<file path="config.mk">
export PLATFORM = sky130hd
export DESIGN_NAME = branch_sequencer
export DESIGN_NICKNAME = d
export VERILOG_FILES = /design/src/rtl/cpu_ctrl_pkg.sv /design/src/rtl/sat_counter.sv /design/src/rtl/branch_sequencer.sv
export SDC_FILE = /design/constraint.sdc
export NUM_CORES = 1
export LEC_CHECK = 0
export BUFFER_PORTS_ARGS = -buffer_cell sky130_fd_sc_hd__buf_2
export CAP_MARGIN = 20
export CELL_PAD_IN_SITES_DETAIL_PLACEMENT = 0
export CELL_PAD_IN_SITES_GLOBAL_PLACEMENT = 1
export CORE_MARGIN = 2
export CORE_UTILIZATION = 31
export CTS_CLUSTER_SIZE = 40
export DETAILED_ROUTE_END_ITERATION = 12
export GPL_TIMING_DRIVEN = 0
export PLACE_DENSITY = 0.78
export SLEW_MARGIN = 20
export SYNTH_ARGS = -nofsm -noshare
export SYNTH_HDL_FRONTEND = slang
export SYNTH_SLANG_ARGS = --single-unit
</file>
<file path="constraint.sdc">
create_clock -name clock -period 1.85 [get_ports clock]
set_input_delay 0.185 -clock clock [delete_from_list [all_inputs] [get_ports clock]]
set_output_delay 0.185 -clock clock [all_outputs]
set_load 0.05 [all_outputs]
</file>
<file path="src/rtl/cpu_ctrl_pkg.sv">
// cpu_ctrl_pkg: shared control-unit state encoding, opcodes and condition codes
package cpu_ctrl_pkg;
  typedef enum logic [3:0] {
    IDLE = 4'd0,
    T0   = 4'd1,
    T1   = 4'd2,
    T2   = 4'd3,
    T3   = 4'd4,
    T4   = 4'd5,
    T5   = 4'd6,
    T6   = 4'd7,
    HALT = 4'd8
  } state_t;
  localparam logic [4:0] OP_LD     = 5'b00000;
  localparam logic [4:0] OP_ST     = 5'b00010;
  localparam logic [4:0] OP_ADD    = 5'b00011;
  localparam logic [4:0] BR_OPCODE = 5'b10010;
  // IR[20:19] condition field, evaluated by the CON logic rather than here
  localparam logic [1:0] COND_ZR = 2'b00;
  localparam logic [1:0] COND_NZ = 2'b01;
  localparam logic [1:0] COND_PL = 2'b10;
  localparam logic [1:0] COND_MI = 2'b11;
  function automatic logic [4:0] opcode_of(input logic [31:0] ir);
    return ir[31:27];
  endfunction
endpackage

</file>
<file path="src/rtl/sat_counter.sv">
// sat_counter: width-parameterised saturating incrementer with synchronous clear
module sat_counter #(
  parameter int W = 16
) (
  input  logic         clk,
  input  logic         rst,
  input  logic         inc,
  output logic [W-1:0] cnt
);
  always_ff @(posedge clk)
    cnt <= rst ? '0 : (inc && !(&cnt)) ? cnt + 1'b1 : cnt;
endmodule

</file>
<file path="src/rtl/branch_sequencer.sv">
// branch_sequencer: fetch and conditional-branch step sequencer around the CON flip-flop
module branch_sequencer #(
  parameter logic [4:0] BR_OPCODE    = cpu_ctrl_pkg::BR_OPCODE,
  parameter int         CNT_W        = 16,
  parameter int         MEM_WAIT_MAX = 15
) (
  input  logic             clock,
  input  logic             clear,
  input  logic             run,
  input  logic [31:0]      ir_in,
  input  logic             mem_ready,
  input  logic             con_in,
  output logic             pc_out,
  output logic             mar_in,
  output logic             inc_pc,
  output logic             z_in,
  output logic             zlow_out,
  output logic             pc_in,
  output logic             mem_read,
  output logic             mdr_in,
  output logic             mdr_out,
  output logic             ir_in_en,
  output logic             gra,
  output logic             r_out,
  output logic             con_enable,
  output logic             y_in,
  output logic             c_out,
  output logic             alu_add,
  output logic             branch_taken,
  output logic             done,
  output logic             not_branch,
  output logic             mem_fault,
  output logic [CNT_W-1:0] taken_cnt,
  output logic [CNT_W-1:0] skip_cnt
);
  import cpu_ctrl_pkg::*;
  localparam int WAIT_W = $clog2(MEM_WAIT_MAX + 1);
  localparam logic [WAIT_W-1:0] WAIT_LAST = WAIT_W'(MEM_WAIT_MAX - 1);
  state_t state;
  logic [WAIT_W-1:0] wait_cnt;
  logic is_br;
  logic first_t1;
  assign is_br    = opcode_of(ir_in) == BR_OPCODE;
  assign first_t1 = state == T1 && wait_cnt == '0;
  always_ff @(posedge clock) begin
    if (clear) begin
      state        <= IDLE;
      wait_cnt     <= '0;
      branch_taken <= 1'b0;
      mem_fault    <= 1'b0;
    end else begin
      case (state)
        IDLE: state <= run ? T0 : IDLE;
        T0: begin
          state    <= T1;
          wait_cnt <= '0;
        end
        T1:
          if (mem_ready) state <= T2;
          else if (wait_cnt == WAIT_LAST) begin
            mem_fault <= 1'b1;
            state     <= HALT;
          end else wait_cnt <= wait_cnt + 1'b1;
        T2: state <= T3;
        T3: begin
          state <= is_br ? T4 : IDLE;
          if (is_br) branch_taken <= con_in;
        end
        T4: state <= T5;
        T5: state <= T6;
        T6: state <= run ? T0 : IDLE;
        default: state <= HALT;
      endcase
    end
  end
  // the PC increment happens once per fetch, however long memory stalls
  assign pc_out     = state == T0 || state == T4;
  assign mar_in     = state == T0;
  assign inc_pc     = state == T0;
  assign z_in       = state == T0 || state == T5;
  assign zlow_out   = first_t1 || state == T6;
  assign pc_in      = first_t1 || (state == T6 && branch_taken);
  assign mem_read   = state == T1;
  assign mdr_in     = state == T1;
  assign mdr_out    = state == T2;
  assign ir_in_en   = state == T2;
  assign gra        = state == T3;
  assign r_out      = state == T3;
  assign con_enable = state == T3;
  assign y_in       = state == T4;
  assign c_out      = state == T5;
  assign alu_add    = state == T5;
  assign done       = state == T6;
  assign not_branch = state == T3 && !is_br;
  sat_counter #(.W(CNT_W)) u_taken (
    .clk(clock),
    .rst(clear),
    .inc(state == T6 && branch_taken),
    .cnt(taken_cnt)
  );
  sat_counter #(.W(CNT_W)) u_skip (
    .clk(clock),
    .rst(clear),
    .inc(state == T6 && !branch_taken),
    .cnt(skip_cnt)
  );
endmodule

</file>
==> flow_summary.json, run 1 <==
{
  "synth_most_common_cell": "dfxtp_1",
  "max_stage_delay_ns": 0.51,
  "ys_seq_elements": 42,
  "multi_input_area_mm2": 0.00149,
  "r2r_end": "u_taken.cnt[14]$_SDFFE_PP0P_",
  "dpl_cell_area_mm2": 0.00287,
  "yosysUniqueCellTypes": 49,
  "num_rows": 31,
  "cts_root_buffer": "clkbuf_8",
  "crit_chain": "buf_8, or4b_4, clkinvlp_4, nand3_4, o21ai_2, buf_6",
  "fin_crit_sh_pct": 104,
  "crit_arrival_ns": 1.73,
  "period_needed_ns": 1.92,
  "slowest_stage": "or4b_4",
  "htree_levels": 2,
  "grt_pass1_vias": 2207,
  "layout-drive-gt1-share_pct": 44.8,
  "core_mm2": 0.00729,
  "min_path_cells": 3,
  "max-cap-violations": 0,
  "synth_common_cells": "dfxtp_1 (42), a21oi_1 (25), nand2_1 (25)",
  "numCtsBuffers": 5,
  "maxSlewViolCount": 0,
  "grt_first_pass_wirelength_um": 10800,
  "syn_area_mm2": 0.00233,
  "synth-main-ff-cell": "dfxtp_1",
  "regArea_um2": 901,
  "clk-insertion-delay-late_ns": 0.29,
  "vias_per_cell": 5.40,
  "worst_pin_slew_ns": 0.644,
  "startpoint": "state[2]$_SDFFE_PP0P_",
  "p_leak_nw": 1.31,
  "status": "finished, violations left",
  "rr_startpoint": "state[3]$_SDFFE_PP0P_",
  "setup_viol": 3,
  "final_nets": 411,
  "reg2reg_depth": 5,
  "ys_warn_count": 0,
  "syn_nets": 326,
  "powerDensity_mw_per_mm2": 529,
  "overflow": 0,
  "placedCellCount": 444,
  "cp_max_fo": 3,
  "instances_no_fill": 467,
  "cts_sinks": 42,
  "vias": 2523,
  "area_growth_pct": 41.9,
  "yosys-top-cells-area": "dfxtp_1 (36%), a21oi_1 (5.4%), o31ai_1 (5.1%)",
  "fin_util_pct": 45.4,
  "maxSlewHeadroom_pct": 56.8,
  "die_x_um": 90.8,
  "hpwl_um": 4660,
  "antenna_found_initial": 0,
  "io_buffers": 61,
  "drt-initial-drc-count": 105,
  "fin_area_mm2": 0.00331,
  "yosys.area.top_type_share_pct": 36.0,
  "gr-usage-all-layers_pct": 15.9,
  "path_class": "reg -> out",
  "rsz0062_at_grt": "yes",
  "clk_pin_slew_worst_paths_ns": 0.07,
  "grt_max_degree": 12,
  "die_height_um": 90.8,
  "cp_num_buf_inv": 3,
  "setup_slack_ns": -0.0668,
  "clockBufferDepth": 2,
  "finalSetupTns_ns": -0.123,
  "diodes": 0,
  "avgSynthCellArea_um2": 8.22,
  "ant_nets": 0,
  "dieArea_mm2": 0.00824,
  "path_depth": 6,
  "ir_drop_mv": 0.293,
  "critPathTopFamily": "simple AND/OR/NAND/NOR gates",
  "hold_viol": 0,
  "seq_area_frac_synth_pct": 36.0,
  "routed_wl_um": 6870,
  "hold_path_class": "in -> reg",
  "synth_cells": 284,
  "synth_edf_count": 0,
  "clock_skew_ns": 0.00409,
  "ff2ff_setup_slack_ns": -0.01,
  "required_ns": 1.66,
  "cp-endpoint": "zlow_out",
  "ys_async_sr_fraction_pct": 0,
  "setup.worst_path.end_class": "primary output",
  "ios": 89,
  "drc": 0,
  "cts_tree": "yes",
  "fillers": 783,
  "crit_path_start_kind": "flop",
  "pre_cts_ws_ns": -0.271,
  "fmax_mhz": 522,
  "wl_per_cell_um": 14.7,
  "violations": "negative setup slack",
  "first_pass_iters": 4,
  "start_util_pct": 32.0,
  "gp_congestion": 0.825,
  "synth_largest_area_cell": "dfxtp_1"
}
[per-stage QoR]
step | power (mW) | hold WS [ns]
floorplan | 1.08 | 0.332
global placement | 1.13 | 0.423
detailed placement | 1.13 | 0.430
CTS | 1.75 | 0.119
global route | 1.82 | 0.130
finish | 1.75 | 0.129
[tightest hold or removal path, cell delays in order]
cell     delay (ns)
buf_2          0.07
mux2i_1        0.05
nor2_1         0.08
[cells by family (layout without fill, tap and decap cells)]
kind of cell / Yosys count / after routing / share of synthesized area, %
muxes: 5 / 5 / 2.30
adders and majority gates: 5 / 5 / 2.68
AOI/OAI and AO/OA: 75 / 75 / 21.0
xor gates and xnor gates: 1 / 1 / 0.375
and+or+nand+nor: 127 / 127 / 31.6
DFF: 42 / 42 / 36.0
buffers and inverters: 29 / 113 / 6.00
[layout make-up]
cell class	count	area share (%)
multi-input cells	213	45.0
flip-flops and latches	42	27.2
clock buffers	6	2.49
plain buffers	17	4.04
inverters	10	1.36
repair buffers	80	16.1
well taps	99	3.74
[where the power goes]
group	leakage, nW	total [mW]	internal, mW	switching, mW
combinational	0.907	0.247	0.0949	0.152
sequential	0.359	0.911	0.901	0.00996
clock	0.0431	0.593	0.288	0.305
[how the worst min path moves through the flow]
stage	start	to	slack (ns)
2_1_floorplan	con_in	branch_taken$_SDFFE_PP0P_	0.33
3_3_place_gp	con_in	branch_taken$_SDFFE_PP0P_	0.42
3_5_place_dp	con_in	branch_taken$_SDFFE_PP0P_	0.43
4_1_cts	con_in	branch_taken$_SDFFE_PP0P_	0.12
5_1_grt	con_in	branch_taken$_SDFFE_PP0P_	0.13
6_report	con_in	branch_taken$_SDFFE_PP0P_	0.13
[layout by cell type (no fill, tap or decap), drive strengths merged, types with 8 or more instances in the layout]
cell type / netlist / final
nand3: 9 / 9
inv: 10 / 8
nand2: 25 / 25
o21ai: 12 / 12
nand4: 12 / 12
nor2: 17 / 17
or4: 16 / 16
clkbuf: 8 / 14
a21oi: 25 / 25
dfxtp: 42 / 42
o31ai: 16 / 16
buf: 11 / 89
[sequential cells by signal, indices dropped and copies added (netlist names)]
name          cells
u_taken.cnt      16
state             4
branch_taken      1
u_skip.cnt       16
wait_cnt          4
mem_fault         1
[metal layers]
metal / track usage (%) / vias to the layer above / wire length [µm]
li1: - / 1247 / -
met1: 20.1 / 1211 / 3100
met2: 26.9 / 55 / 3410
met3: 3.51 / 10 / 264
met4: 5.18 / 0 / 99
met5: 0 / - / 0
[what timing repair did]
action | CTS | global route
endpoints found under the setup margin | 36 | 33
buffers inserted | 12 | 7
resized for setup | 37 | 29
hold buffers | 0 | 0
pin swaps | 8 | 6
No activity file was read; power rests on OpenSTA's default activity.
==> inputs of run 2 (changes only) <==
--- a/config.mk
+++ b/config.mk
@@ -7,14 +7,13 @@
 export LEC_CHECK = 0
 export BUFFER_PORTS_ARGS = -buffer_cell sky130_fd_sc_hd__buf_2
 export CAP_MARGIN = 20
-export CELL_PAD_IN_SITES_DETAIL_PLACEMENT = 0
-export CELL_PAD_IN_SITES_GLOBAL_PLACEMENT = 1
 export CORE_MARGIN = 2
-export CORE_UTILIZATION = 31
+export CORE_UTILIZATION = 44
 export CTS_CLUSTER_SIZE = 40
 export DETAILED_ROUTE_END_ITERATION = 12
 export GPL_TIMING_DRIVEN = 0
-export PLACE_DENSITY = 0.78
+export MAX_ROUTING_LAYER = met4
+export PLACE_DENSITY = 0.79
 export SLEW_MARGIN = 20
 export SYNTH_ARGS = -nofsm -noshare
 export SYNTH_HDL_FRONTEND = slang
==> flow_summary.json, run 2 (synthesized netlist as in run 1, its figures left out) <==
{
  "crit_arrival_ns": 1.77,
  "gp_congestion": 0.904,
  "setup_slack_ns": -0.104,
  "ant_nets": 0,
  "first_pass_iters": 4,
  "num_rows": 26,
  "powerDensity_mw_per_mm2": 541,
  "fmax_mhz": 512,
  "clk_pin_slew_worst_paths_ns": 0.09,
  "setup_viol": 6,
  "p_leak_nw": 1.31,
  "startpoint": "state[2]$_SDFFE_PP0P_",
  "whs_ns": 0.137,
  "numCtsBuffers": 5,
  "cts_root_buffer": "clkbuf_8",
  "path_class": "reg -> out",
  "hold_viol": 0,
  "hold_path_class": "in -> reg",
  "cp-endpoint": "zlow_out",
  "required_ns": 1.66,
  "status": "finished, violations left",
  "grt_max_degree": 15,
  "cp_num_buf_inv": 3,
  "reg2reg_depth": 7,
  "diodes": 0,
  "grt_first_pass_wirelength_um": 10400,
  "clock_skew_ns": 0.0146,
  "clk-insertion-delay-late_ns": 0.31,
  "largestRegisters": "u_skip.cnt: 16 flops, u_taken.cnt: 16 flops",
  "ctsHoldBuffers": 0,
  "clockBufferDepth": 2,
  "rsz0062_at_grt": "yes",
  "setup.worst_path.end_class": "primary output",
  "slowest_stage": "or4b_4",
  "violations": "negative setup slack",
  "die_x_um": 76.8,
  "drt-initial-drc-count": 144,
  "fillers": 413,
  "critPathTopFamily": "simple AND/OR/NAND/NOR gates",
  "max_stage_delay_ns": 0.51,
  "worst_pin_slew_ns": 0.698,
  "hpwl_um": 4380,
  "htree_levels": 2,
  "grt_pass1_vias": 2278,
  "max-cap-violations": 0,
  "dieArea_mm2": 0.00591,
  "area_growth_pct": 40.2,
  "ios": 89,
  "layout-drive-gt1-share_pct": 45.6,
  "ff2ff_setup_slack_ns": -0.04,
  "core_mm2": 0.00511,
  "fin_crit_sh_pct": 106,
  "antenna_found_initial": 0,
  "routed_wl_um": 6560,
  "start_util_pct": 45.7,
  "wl_per_cell_um": 14.7,
  "maxSlewHeadroom_pct": 53.1,
  "path_depth": 6,
  "final_cell_mix": "buf_2 (50), dfxtp_2 (30), buf_4 (29), a21oi_1 (24), nand2_1 (23)",
  "io_buffers": 61,
  "cts_sinks": 42,
  "cts_tree": "yes",
  "rr_startpoint": "state[2]$_SDFFE_PP0P_",
  "final_nets": 416,
  "crit_path_start_kind": "flop",
  "drc": 0,
  "crit_chain": "buf_8, or4b_4, clkinvlp_4, nand3_4, o21ai_2, buf_6",
  "gr-usage-all-layers_pct": 21.7,
  "period_needed_ns": 1.95,
  "final_common_cell": "buf_2",
  "maxSlewViolCount": 0,
  "finalSetupTns_ns": -0.308,
  "ir_drop_mv": 0.360,
  "r2r_end": "u_taken.cnt[14]$_SDFFE_PP0P_",
  "vias_per_cell": 5.78,
  "die_height_um": 76.8,
  "vias": 2570,
  "pre_cts_ws_ns": -0.291,
  "overflow": 0,
  "cp_max_fo": 3
}
-- run 2: changes by cell type in the layout (fill, tap and decap cells not counted), moves of 2 or more --
cell	previous run	this run
nor4_4	4	2
buf_4	23	29
o311ai_0	2	4
nor4_2	1	3
buf_6	6	8
-- run 2: report_power, final --
group	switching (mW)	leakage [nW]	internal [mW]
combinational	0.151	0.909	0.0984
clock	0.344	0.0441	0.265
sequential	0.0102	0.359	0.901
total	0.506	1.31	1.27
-- run 2: stage by stage --
step	instances	total power, mW	utilization (%)	instance area [µm²]
2_1_floorplan	284	1.08	-	2440
3_3_place_gp	415	1.12	55.5	2840
3_5_place_dp	415	1.13	55.5	2840
4_1_cts	431	1.75	60.9	3110
5_1_grt	445	1.83	64.1	3270
6_report	445	1.77	64.1	3270
-- run 2: cell type report --
class | instances | area (µm²) | share of cell area [%]
Buffer | 16 | 113 | 3.44
Clock inverter | 3 | 21.3 | 0.650
Clock buffer | 5 | 68.8 | 2.10
Sequential cell | 42 | 901 | 27.5
Inverter | 10 | 45.0 | 1.38
Timing Repair Buffer | 86 | 581 | 17.7
Tap cell | 70 | 87.6 | 2.68
Multi-Input combinational cell | 213 | 1460 | 44.5
-- run 2: routing by layer --
layer / wire length [µm] / vias up / track usage (%) / part of all wire, %
met1: 2870 / 1218 / 26.2 / 44
met5: 0 / - / - / 0
li1: - / 1267 / - / -
met4: 99 / 0 / 8.00 / 1.5
met3: 300 / 14 / 4.35 / 4.6
met2: 3290 / 71 / 36.0 / 50
-- run 2: how the worst min path moves through the flow --
stage	cells after the start	start	end
floorplan	2	con_in	branch_taken$_SDFFE_PP0P_
global placement	3	con_in	branch_taken$_SDFFE_PP0P_
detailed placement	3	con_in	branch_taken$_SDFFE_PP0P_
CTS	3	con_in	branch_taken$_SDFFE_PP0P_
global route	3	con_in	branch_taken$_SDFFE_PP0P_
finish	3	con_in	branch_taken$_SDFFE_PP0P_
-- run 2: worst register-to-register path: stages, from the launching register on --
cell	delay (ns)
dfxtp_2	0.37
buf_6	0.11
and4b_2	0.29
buf_6	0.13
nand4_1	0.18
buf_4	0.19
or4_1	0.40
a21oi_1	0.13
-- run 2: timing repair --
| item | CTS | global route |
|---|---|---|
| pin swaps | 6 | 6 |
| resized for setup | 36 | 25 |
| endpoints found under the setup margin | 33 | 43 |
| setup buffers | 10 | 15 |
==> inputs of run 3 (changes only) <==
--- a/config.mk
+++ b/config.mk
@@ -18,3 +18,4 @@
 export SYNTH_ARGS = -nofsm -noshare
 export SYNTH_HDL_FRONTEND = slang
 export SYNTH_SLANG_ARGS = --single-unit
+export TNS_END_PERCENT = 50
==> flow_summary.json, run 3 (synthesized netlist as in run 1, its figures left out) <==
{
  "numCtsBuffers": 5,
  "core_mm2": 0.00511,
  "status": "finished, violations left",
  "cts_sinks": 42,
  "p_leak_nw": 1.32,
  "drc": 0,
  "reg2reg_depth": 5,
  "final_cell_mix": "buf_2 (49), buf_4 (29), dfxtp_2 (26), nand2_1 (23), a21oi_1 (22)",
  "total_power_mw": 1.88,
  "hold_path_class": "in -> reg",
  "routed_wl_um": 6730,
  "area_growth_pct": 38.8,
  "whs_ns": 0.134,
  "dieArea_mm2": 0.00591,
  "top_layer": "met4",
  "path_class": "reg -> out",
  "max_stage_delay_ns": 0.53,
  "final_nets": 407,
  "htree_levels": 2,
  "ff2ff_setup_slack_ns": -0.01,
  "grt_max_degree": 14,
  "start_util_pct": 45.7,
  "period_needed_ns": 1.93,
  "clk-insertion-delay-late_ns": 0.30,
  "crit_chain": "buf_8, or4b_4, clkinvlp_4, nand3_4, o21ai_2, buf_6",
  "gp_congestion": 0.857,
  "gr-usage-all-layers_pct": 22.6,
  "cp_max_fo": 3,
  "layout-drive-gt1-share_pct": 44.8,
  "grt_first_pass_wirelength_um": 10700,
  "vias": 2557,
  "worst_pin_slew_ns": 0.588,
  "num_rows": 26,
  "rsz0062_at_grt": "yes",
  "vias_per_cell": 5.86,
  "ios": 89,
  "cts_tree": "yes",
  "powerDensity_mw_per_mm2": 579,
  "maxSlewViolCount": 0,
  "min_path_cells": 3,
  "io_buffers": 61,
  "die_x_um": 76.8,
  "fmax_mhz": 519,
  "max-cap-violations": 0,
  "diodes": 0,
  "required_ns": 1.66,
  "setup_viol": 5,
  "clock_skew_ns": 0.0107,
  "hpwl_um": 4300,
  "fin_crit_sh_pct": 104,
  "met2WireLength_um": 3370,
  "setup_slack_ns": -0.0784,
  "ant_nets": 0,
  "hold_viol": 0,
  "largestRegisters": "u_skip.cnt: 16 flops, u_taken.cnt: 16 flops",
  "wl_met1_um": 2890,
  "cts_root_buffer": "clkbuf_8",
  "ctsHoldBuffers": 0,
  "clockBufferDepth": 2,
  "first_pass_iters": 4,
  "wl_per_cell_um": 15.4,
  "drt-initial-drc-count": 111,
  "slowest_stage": "or4b_4",
  "met3_length_um": 375,
  "clk_pin_slew_worst_paths_ns": 0.08,
  "antenna_found_initial": 0,
  "maxSlewHeadroom_pct": 60.8,
  "setup.worst_path.end_class": "primary output",
  "final_common_cell": "buf_2",
  "overflow": 0,
  "crit_arrival_ns": 1.74,
  "crit_path_start_kind": "flop",
  "grt_pass1_vias": 2278,
  "ir_drop_mv": 0.307,
  "die_height_um": 76.8,
  "violations": "negative setup slack"
}
[run 3: power breakdown]
group	switching [mW]	internal, mW
sequential	0.0101	0.901
clock	0.333	0.398
combinational	0.148	0.0874
total	0.491	1.39
[run 3: path summary, 6_finish.rpt]
check,from,endpoint
setup reg to reg,state[2]$_SDFFE_PP0P_,u_skip.cnt[15]$_SDFFE_PP0P_
hold reg to reg,u_taken.cnt[10]$_SDFFE_PP0P_,u_taken.cnt[10]$_SDFFE_PP0P_
setup / recovery,state[2]$_SDFFE_PP0P_,zlow_out
hold / removal,con_in,branch_taken$_SDFFE_PP0P_
[run 3: layout make-up]
| type | instances | area, µm² |
|---|---|---|
| buffer | 16 | 119 |
| inverter | 10 | 41.3 |
| tap | 70 | 87.6 |
| fill | 430 | 1870 |
| clock inverter | 3 | 40.0 |
| multi-input combinational | 213 | 1500 |
| timing repair buffer | 77 | 489 |
| clock buffer | 5 | 68.8 |
| sequential | 42 | 900 |
[run 3: layer usage]
layer / GRT usage, % / vias to the layer above
met3: 4.71 / 12
met4: 6.36 / 0
met1: 28.6 / 1223
li1: - / 1245
met5: - / -
met2: 36.5 / 77
[run 3: metrics by stage]
| stage | instance area [µm²] | utilization [%] | worst slack, ns | std cells | setup TNS [ns] |
|---|---|---|---|---|---|
| after floorplan | 2410 | - | -0.440 | 284 | -2.81 |
| after global placement | 2810 | 55.0 | -0.261 | 415 | -2.51 |
| after detailed placement | 2810 | 55.0 | -0.263 | 415 | -2.78 |
| after CTS | 3120 | 61.0 | -0.0916 | 432 | -0.182 |
| after global routing | 3240 | 63.4 | -0.127 | 436 | -0.708 |
| final | 3240 | 63.4 | -0.0784 | 436 | -0.138 |
[run 3: critical path: cells and delay by family (launching register included)]
kind / cells / cell delay [ns]
and+or+nand+nor: 2 / 0.62
buffers and inverters: 3 / 0.40
DFF: 1 / 0.34
AOI/OAI and AO/OA: 1 / 0.08
[run 3: what timing repair did]
item / 4_1_cts / 5_1_grt
resized for setup: 38 / 30
pin swaps: 4 / 11
setup buffers: 11 / 5
endpoints found under the setup margin: 32 / 42
